File: src/rtl/aes_pkg.sv
// Shared AES-128 constants, types and byte-level helpers.
// Used by the key schedule and the SubBytes/MixColumns round stages.
package aes_pkg;

    localparam int KEY_W      = 128;
    localparam int NUM_ROUNDS = 10;

    typedef logic [31:0]      aes_word_t;
    typedef logic [KEY_W-1:0] aes_key_t;

    typedef enum logic [1:0] {
        KS_IDLE   = 2'd0,
        KS_EXPAND = 2'd1,
        KS_DONE   = 2'd2
    } ks_state_e;

    // Forward S-box, entry 0x00 in the most significant byte.
    localparam logic [2047:0] SBOX_TABLE = {
        128'h637c777bf26b6fc53001672bfed7ab76,
        128'hca82c97dfa5947f0add4a2af9ca472c0,
        128'hb7fd9326363ff7cc34a5e5f171d83115,
        128'h04c723c31896059a071280e2eb27b275,
        128'h09832c1a1b6e5aa0523bd6b329e32f84,
        128'h53d100ed20fcb15b6acbbe394a4c58cf,
        128'hd0efaafb434d338545f9027f503c9fa8,
        128'h51a3408f929d38f5bcb6da2110fff3d2,
        128'hcd0c13ec5f974417c4a77e3d645d1973,
        128'h60814fdc222a908846eeb814de5e0bdb,
        128'he0323a0a4906245cc2d3ac629195e479,
        128'he7c8376d8dd54ea96c56f4ea657aae08,
        128'hba78252e1ca6b4c6e8dd741f4bbd8b8a,
        128'h703eb5664803f60e613557b986c11d9e,
        128'he1f8981169d98e949b1e87e9ce5528df,
        128'h8ca1890dbfe6426841992d0fb054bb16
    };

    function automatic logic [7:0] sbox(input logic [7:0] b);
        logic [10:0] base;
        base = 11'd2047 - {b, 3'b000};
        return SBOX_TABLE[base -: 8];
    endfunction

    function automatic logic [7:0] rcon(input logic [3:0] round);
        logic [7:0] rc;
        case (round)
            4'd1:    rc = 8'h01;
            4'd2:    rc = 8'h02;
            4'd3:    rc = 8'h04;
            4'd4:    rc = 8'h08;
            4'd5:    rc = 8'h10;
            4'd6:    rc = 8'h20;
            4'd7:    rc = 8'h40;
            4'd8:    rc = 8'h80;
            4'd9:    rc = 8'h1b;
            4'd10:   rc = 8'h36;
            default: rc = 8'h00;
        endcase
        return rc;
    endfunction

endpackage

File: src/rtl/aes_sub_word.sv
// Combinational SubWord: four parallel S-box lookups on a 32-bit word.
module aes_sub_word (
    input  logic [31:0] word_i,
    output logic [31:0] word_o
);
    import aes_pkg::*;

    // Substitute every byte of the word independently.
    always_comb begin
        word_o = 32'h0000_0000;
        for (int i = 0; i < 4; i++) begin
            word_o[8*i +: 8] = sbox(word_i[8*i +: 8]);
        end
    end

endmodule

File: src/rtl/aes_key_schedule.sv
// Iterative AES-128 key expansion: streams round keys 0..10 over valid/ready
// and keeps all of them in a store for reverse-order readback.
module aes_key_schedule #(
    parameter int NUM_ROUNDS = aes_pkg::NUM_ROUNDS,
    parameter int KEY_W      = aes_pkg::KEY_W
) (
    input  logic             clk,
    input  logic             rst_n,
    input  logic             start,
    input  logic [KEY_W-1:0] key_in,
    output logic             busy,
    output logic             rk_valid,
    input  logic             rk_ready,
    output logic [KEY_W-1:0] rk_data,
    output logic [3:0]       rk_idx,
    output logic             done,
    output logic             keys_avail,
    input  logic [3:0]       rd_idx,
    output logic [KEY_W-1:0] rd_key
);
    import aes_pkg::*;

    if (NUM_ROUNDS != 10 || KEY_W != 128) begin : g_unsupported
        $error("aes_key_schedule supports only AES-128 (NUM_ROUNDS=10, KEY_W=128)");
    end

    ks_state_e        state_q, state_d;
    logic [KEY_W-1:0] work_q, work_d;
    logic [KEY_W-1:0] store_q [0:NUM_ROUNDS];
    logic [KEY_W-1:0] store_d [0:NUM_ROUNDS];
    logic [3:0]       rk_idx_q, rk_idx_d;
    logic             rk_valid_q, rk_valid_d;
    logic [3:0]       cnt_q, cnt_d;
    logic             busy_q, busy_d;
    logic             done_q, done_d;
    logic             keys_avail_q, keys_avail_d;

    logic [31:0]      rot_s;
    logic [31:0]      sub_s;
    logic [31:0]      t_s;
    logic [31:0]      w0_s, w1_s, w2_s, w3_s;
    logic [KEY_W-1:0] next_key_s;

    assign rot_s = {work_q[23:0], work_q[31:24]};

    aes_sub_word u_sub_word (
        .word_i (rot_s),
        .word_o (sub_s)
    );

    // One key-expansion step from the current working key and cnt's Rcon.
    always_comb begin
        t_s        = sub_s ^ {rcon(cnt_q), 24'h00_0000};
        w0_s       = work_q[127:96] ^ t_s;
        w1_s       = work_q[95:64]  ^ w0_s;
        w2_s       = work_q[63:32]  ^ w1_s;
        w3_s       = work_q[31:0]   ^ w2_s;
        next_key_s = {w0_s, w1_s, w2_s, w3_s};
    end

    // Next-state logic; a stalled handshake leaves every register unchanged.
    always_comb begin
        state_d      = state_q;
        work_d       = work_q;
        store_d      = store_q;
        rk_idx_d     = rk_idx_q;
        rk_valid_d   = rk_valid_q;
        cnt_d        = cnt_q;
        busy_d       = busy_q;
        done_d       = 1'b0;
        keys_avail_d = keys_avail_q;
        case (state_q)
            KS_IDLE, KS_DONE: begin
                if (start) begin
                    state_d      = KS_EXPAND;
                    work_d       = key_in;
                    store_d[0]   = key_in;
                    rk_idx_d     = 4'd0;
                    rk_valid_d   = 1'b1;
                    cnt_d        = 4'd1;
                    busy_d       = 1'b1;
                    keys_avail_d = 1'b0;
                end else begin
                    state_d = state_q;
                end
            end
            KS_EXPAND: begin
                if (rk_valid_q && rk_ready) begin
                    if (rk_idx_q == 4'(NUM_ROUNDS)) begin
                        state_d      = KS_DONE;
                        rk_valid_d   = 1'b0;
                        busy_d       = 1'b0;
                        done_d       = 1'b1;
                        keys_avail_d = 1'b1;
                    end else if (cnt_q <= 4'(NUM_ROUNDS)) begin
                        work_d         = next_key_s;
                        store_d[cnt_q] = next_key_s;
                        rk_idx_d       = cnt_q;
                        rk_valid_d     = 1'b1;
                        cnt_d          = cnt_q + 4'd1;
                    end else begin
                        state_d = state_q;
                    end
                end else begin
                    state_d = state_q;
                end
            end
            default: begin
                state_d = KS_IDLE;
            end
        endcase
    end

    // State and key-store registers.
    always_ff @(posedge clk or negedge rst_n) begin
        if (!rst_n) begin
            state_q      <= KS_IDLE;
            work_q       <= '0;
            rk_idx_q     <= 4'd0;
            rk_valid_q   <= 1'b0;
            cnt_q        <= 4'd0;
            busy_q       <= 1'b0;
            done_q       <= 1'b0;
            keys_avail_q <= 1'b0;
            for (int i = 0; i <= NUM_ROUNDS; i++) begin
                store_q[i] <= '0;
            end
        end else begin
            state_q      <= state_d;
            work_q       <= work_d;
            rk_idx_q     <= rk_idx_d;
            rk_valid_q   <= rk_valid_d;
            cnt_q        <= cnt_d;
            busy_q       <= busy_d;
            done_q       <= done_d;
            keys_avail_q <= keys_avail_d;
            store_q      <= store_d;
        end
    end

    // Random-access readback; indices past the last round read as zero.
    always_comb begin
        if (rd_idx <= 4'(NUM_ROUNDS)) begin
            rd_key = store_q[rd_idx];
        end else begin
            rd_key = '0;
        end
    end

    // The streamed round key is the working key itself.
    assign rk_data    = work_q;
    assign rk_idx     = rk_idx_q;
    assign rk_valid   = rk_valid_q;
    assign busy       = busy_q;
    assign done       = done_q;
    assign keys_avail = keys_avail_q;

endmodule
File: config.mk
export PLATFORM = sky130hd
export DESIGN_NAME = aes_key_schedule
export DESIGN_NICKNAME = d
export VERILOG_FILES = /design/src/rtl/aes_pkg.sv /design/src/rtl/aes_sub_word.sv /design/src/rtl/aes_key_schedule.sv
export SDC_FILE = /design/constraint.sdc
export NUM_CORES = 2
export LEC_CHECK = 0
export CORE_ASPECT_RATIO = 1.75
export CORE_MARGIN = 5
export CORE_UTILIZATION = 41
export DETAILED_ROUTE_END_ITERATION = 6
export GPL_TIMING_DRIVEN = 1
export PLACE_DENSITY = 0.6
export RECOVER_POWER = 25
export SYNTH_ARGS = -nofsm -noshare
export SYNTH_HDL_FRONTEND = slang
export SYNTH_HIERARCHICAL = 1
export SYNTH_SLANG_ARGS = --single-unit
File: constraint.sdc
create_clock -name clk -period 4.8 [get_ports clk]
set_clock_uncertainty 0.1 [all_clocks]
set_input_delay 1.2 -clock clk [delete_from_list [all_inputs] [get_ports clk]]
set_output_delay 1.2 -clock clk [all_outputs]
set_load 0.005 [all_outputs]
==> metrics.log <==
[metrics] sinks on the clock net: between 1500 and 2000
[metrics] global-route total usage across every layer: around a third
[metrics] Num CTS Buffers: 156
[metrics] global-route wire length before repair: roughly 550 mm
[metrics] boundary pin count: 400
[metrics] Reg clk slew, reported paths: 70 ps
[metrics] count of nets left with antenna violations after detail routing: 0
[metrics] Die Y: between 600 and 700 um
[metrics] number of vias after detailed routing: about 77000
[metrics] actual slew at the worst max-slew pin: ~2600 ps
[metrics] status: finished with violations
[metrics] # hold bufs at CTS: 0
[metrics] post-route fraction of the period consumed by the critical path: 101%
[metrics] total of max-cap violations: 7
[metrics] net count after synthesis: 9204
[metrics] min setup slack post-route: -66.8 ps
[metrics] count of cell types in the netlist: roughly 100
[metrics] start-to-end type of the worst setup path: flop to flop
[metrics] prevailing post-synth register cell: sky130_fd_sc_hd__dfrtp_1
[metrics] Max transition margin: -76.4%
[metrics] WL final: around 380 mm
[metrics] setup repair after global routing missed its margin: yes
[metrics] core region area: between 200000 and 250000 um2
[metrics] maximum clock rate: slightly above 0.2 GHz
[metrics] number of H-tree levels: 4
[metrics] critical-path maximum fanout: 11
[metrics] Worst EP required: approximately 5400 ps
[metrics] reg-to-reg critical path startpoint: rk_data[8]
[metrics] mean cell area of the mapped netlist: approximately 9.3 um2
[metrics] initial antenna violation count: 54
[metrics] gp weighted congestion: 1.03
[metrics] clock tree from TritonCTS: done
[metrics] number of global-route vias before repair: roughly 76000
[metrics] count of standard-cell rows: 219
[metrics] reg-to-reg setup timing slack: -70 ps
[metrics] buffer depth of the longest clock path: 4
[metrics] post-detailed-route wirelength per cell: between 30 and 40 um
[metrics] starting density of the core: between 40% and 50%
[metrics] number of max-slew violations in the final report: about 420
[metrics] cell at the root of the clock tree: sky130_fd_sc_hd__clkbuf_16
[metrics] Synth async-reset ratio: 100%
[metrics] post-place setup slack: -555 ps
[metrics] post-synthesis to final-layout area growth: 20.8%
[metrics] largest net degree at the start of global routing: 199
[metrics] final setup violating endpoints: 10
[metrics] min-delay worst type: input port to async pin
[metrics] number of synthesized flops with an enable pin: 0
[metrics] synthesized cell area: approximately 84000 um2
[metrics] Horiz. Die Dim: about 350 um
[metrics] critical path startpoint category: flop
[metrics] length of the first detailed-routing pass in iterations: 7
[metrics] Reg-to-Reg End: store_q[1170]
[metrics] Congestion Overflow GR: 0
[metrics] register area share after synthesis: between 40% and 50%
[metrics] HPWL after detailed placement: 272 mm
[metrics] Critical Path End Type: flop
[metrics] post-layout net count: a little under 10000
[metrics] worst skew pair latency: ~840 ps
[metrics] time the worst path needs with I/O delays and setup: a little under 5000 ps
[metrics] setup repair bufs after CTS: 0
[metrics] detailed-route DRC error count: 2
[metrics] violations in the final reports: design-rule violations, max-capacitance violations, max-slew violations, negative setup slack
[metrics] count of endpoints failing hold in the final timing report: 0
[metrics] Reg2Reg Depth: 17
[metrics] area of the die: between 200000 and 250000 um2
[metrics] worst path arrival time: around 5400 ps
[metrics] share of layout cells above drive strength 1: around 17%
[metrics] DR iter-0 viols: between 8000 and 9000
[metrics] total of flip-flops plus latches after synthesis: about 1600
[metrics] count of input and output buffers: 399
[metrics] number of instances in the synthesized netlist: about 9000
[metrics] warnings from Yosys: 6
[metrics] vias per cell: between 6 and 7
## layer usage
layer	vias to the layer above	share of wire [%]	track usage (%)
met3	1202	9.1	9.17
met1	38500	37	42.2
li1	33200	-	-
met4	56	7.5	20.5
met2	3921	47	55.9
met5	-	0.095	0
## through the flow
stage	TNS [ps]	std cells	hold WS [ps]	utilization [%]	instance area [um2]
global route	-6.68	12300	201	49.8	101000
floorplan	0	9006	345	-	83800
global placement	-31530	12100	356	47.3	96100
detailed placement	-26620	12100	365	47.3	96100
CTS	0	12300	246	49.8	101000
finish	-275	12300	193	49.8	101000
## final cells by class
| cell class | count | area, um2 |
|---|---|---|
| diodes | 21 | 52.6 |
| clock buffers | 224 | 4540 |
| clock inverters | 43 | 477 |
| well taps | 2652 | 3320 |
| multi-input cells | 6463 | 41300 |
| fillers | 19100 | 102000 |
| flip-flops and latches | 1550 | 38800 |
| repair buffers | 1343 | 12600 |
| inverters | 42 | 158 |
## cells by family (layout without fill, tap and decap cells)
group / Yosys count / after routing / share of synthesized area, %
XOR/XNOR: 158 / 158 / 2.32
multiplexers: 658 / 658 / 12.1
other: 0 / 21 / 0
buffers and inverters: 993 / 1652 / 4.92
AO/OA/AOI/OAI: 3005 / 3005 / 20.6
flip-flops: 1550 / 1550 / 46.3
AND/OR/NAND/NOR: 2580 / 2580 / 12.9
adder cells (fa/ha/maj): 62 / 62 / 0.926
## critical path: stages, from the launching register on
cell and delay (ps):
sky130_fd_sc_hd__dfrtp_1 410, sky130_fd_sc_hd__buf_4 190, sky130_fd_sc_hd__buf_4 250, sky130_fd_sc_hd__ha_1 350
sky130_fd_sc_hd__nand2_1 320, sky130_fd_sc_hd__buf_4 250, sky130_fd_sc_hd__nand2_1 80, sky130_fd_sc_hd__a211oi_1 70
sky130_fd_sc_hd__o21ai_1 320, sky130_fd_sc_hd__a21oi_1 230, sky130_fd_sc_hd__nor3_4 420, sky130_fd_sc_hd__buf_4 200
sky130_fd_sc_hd__xnor3_1 500, sky130_fd_sc_hd__xor2_1 170, sky130_fd_sc_hd__buf_4 180, sky130_fd_sc_hd__xor2_1 300
sky130_fd_sc_hd__buf_4 240, sky130_fd_sc_hd__o21ai_0 110
## what timing repair did
action	4_1_cts	5_1_grt
pin swaps	0	3
gates resized for setup	22	39
setup endpoints to repair	161	226
## worst max path at each step
stage,from,endpoint,slack [ps]
2_1_floorplan,rk_data[0],store_q[1035],340
3_3_place_gp,rk_data[0],store_q[267],-600
3_5_place_dp,rk_data[0],store_q[1163],-550
4_1_cts,rk_data[0],rk_data[9],8
5_1_grt,rk_data[0],store_q[524],-7
6_report,rk_data[8],store_q[1170],-70
## flip-flops by register name, summed over array words and instances (netlist names)
name / count
rk_valid: 1
busy: 1
done: 1
rk_data: 128
state_q: 2
cnt_q: 4
rk_idx: 4
keys_avail: 1
store_q: 1408
## synthesized netlist by cell type, types with 18 or more instances
cell type,number,area share [%]
sky130_fd_sc_hd__a211oi_1,77,0.69
sky130_fd_sc_hd__a21oi_1,414,2.5
sky130_fd_sc_hd__a311oi_1,41,0.43
sky130_fd_sc_hd__a31oi_1,150,1.1
sky130_fd_sc_hd__and2_1,24,0.18
sky130_fd_sc_hd__buf_1,51,0.23
sky130_fd_sc_hd__buf_2,205,1.2
sky130_fd_sc_hd__clkbuf_1,668,3.0
sky130_fd_sc_hd__dfrtp_1,1550,46
sky130_fd_sc_hd__ha_1,62,0.93
sky130_fd_sc_hd__inv_1,33,0.15
sky130_fd_sc_hd__mux2_1,40,0.54
sky130_fd_sc_hd__mux2_2,73,0.98
sky130_fd_sc_hd__mux2i_1,273,3.3
sky130_fd_sc_hd__mux4_2,272,7.3
sky130_fd_sc_hd__nand2_1,1745,7.8
sky130_fd_sc_hd__nand2b_1,84,0.63
sky130_fd_sc_hd__nand3_1,138,0.82
sky130_fd_sc_hd__nor2_1,309,1.4
sky130_fd_sc_hd__nor2b_1,55,0.41
sky130_fd_sc_hd__nor3_1,94,0.56
sky130_fd_sc_hd__o211ai_1,84,0.75
sky130_fd_sc_hd__o21ai_0,1683,10
sky130_fd_sc_hd__o221ai_1,23,0.24
sky130_fd_sc_hd__o22ai_1,241,1.8
sky130_fd_sc_hd__o311a_1,18,0.21
sky130_fd_sc_hd__o311ai_0,38,0.40
sky130_fd_sc_hd__o31ai_1,24,0.21
sky130_fd_sc_hd__or2_2,20,0.15
sky130_fd_sc_hd__or3_1,18,0.13
sky130_fd_sc_hd__xnor2_1,55,0.57
sky130_fd_sc_hd__xnor3_1,36,0.97
sky130_fd_sc_hd__xor2_1,62,0.65
## cell usage in the layout (no fill, tap or decap), types with 22 or more instances in the layout
cell,n
sky130_fd_sc_hd__mux2_1,40
sky130_fd_sc_hd__mux2i_1,273
sky130_fd_sc_hd__o211ai_1,84
sky130_fd_sc_hd__clkbuf_16,159
sky130_fd_sc_hd__a311oi_1,41
sky130_fd_sc_hd__mux4_2,272
sky130_fd_sc_hd__o31ai_1,24
sky130_fd_sc_hd__a21oi_1,411
sky130_fd_sc_hd__o22ai_1,238
sky130_fd_sc_hd__and2_1,25
sky130_fd_sc_hd__o21ai_0,1677
sky130_fd_sc_hd__clkdlybuf4s50_1,394
sky130_fd_sc_hd__mux2_2,73
sky130_fd_sc_hd__a211oi_1,76
sky130_fd_sc_hd__buf_12,128
sky130_fd_sc_hd__ha_1,56
sky130_fd_sc_hd__nand2_1,1740
sky130_fd_sc_hd__nor2b_1,47
sky130_fd_sc_hd__inv_1,33
sky130_fd_sc_hd__buf_4,782
sky130_fd_sc_hd__a31oi_1,146
sky130_fd_sc_hd__xnor3_1,34
sky130_fd_sc_hd__nor3_1,93
sky130_fd_sc_hd__xor2_1,62
sky130_fd_sc_hd__clkbuf_8,32
sky130_fd_sc_hd__o221ai_1,22
sky130_fd_sc_hd__dfrtp_1,1534
sky130_fd_sc_hd__nand3_1,133
sky130_fd_sc_hd__nor2_1,306
sky130_fd_sc_hd__clkbuf_1,63
sky130_fd_sc_hd__nand2b_1,82
sky130_fd_sc_hd__xnor2_1,54
sky130_fd_sc_hd__o311ai_0,36
sky130_fd_sc_hd__clkinv_2,23
Power is left out: the tool's default activity adds up to more than one toggle a clock period on the data nets, which glitch-free logic cannot reach.
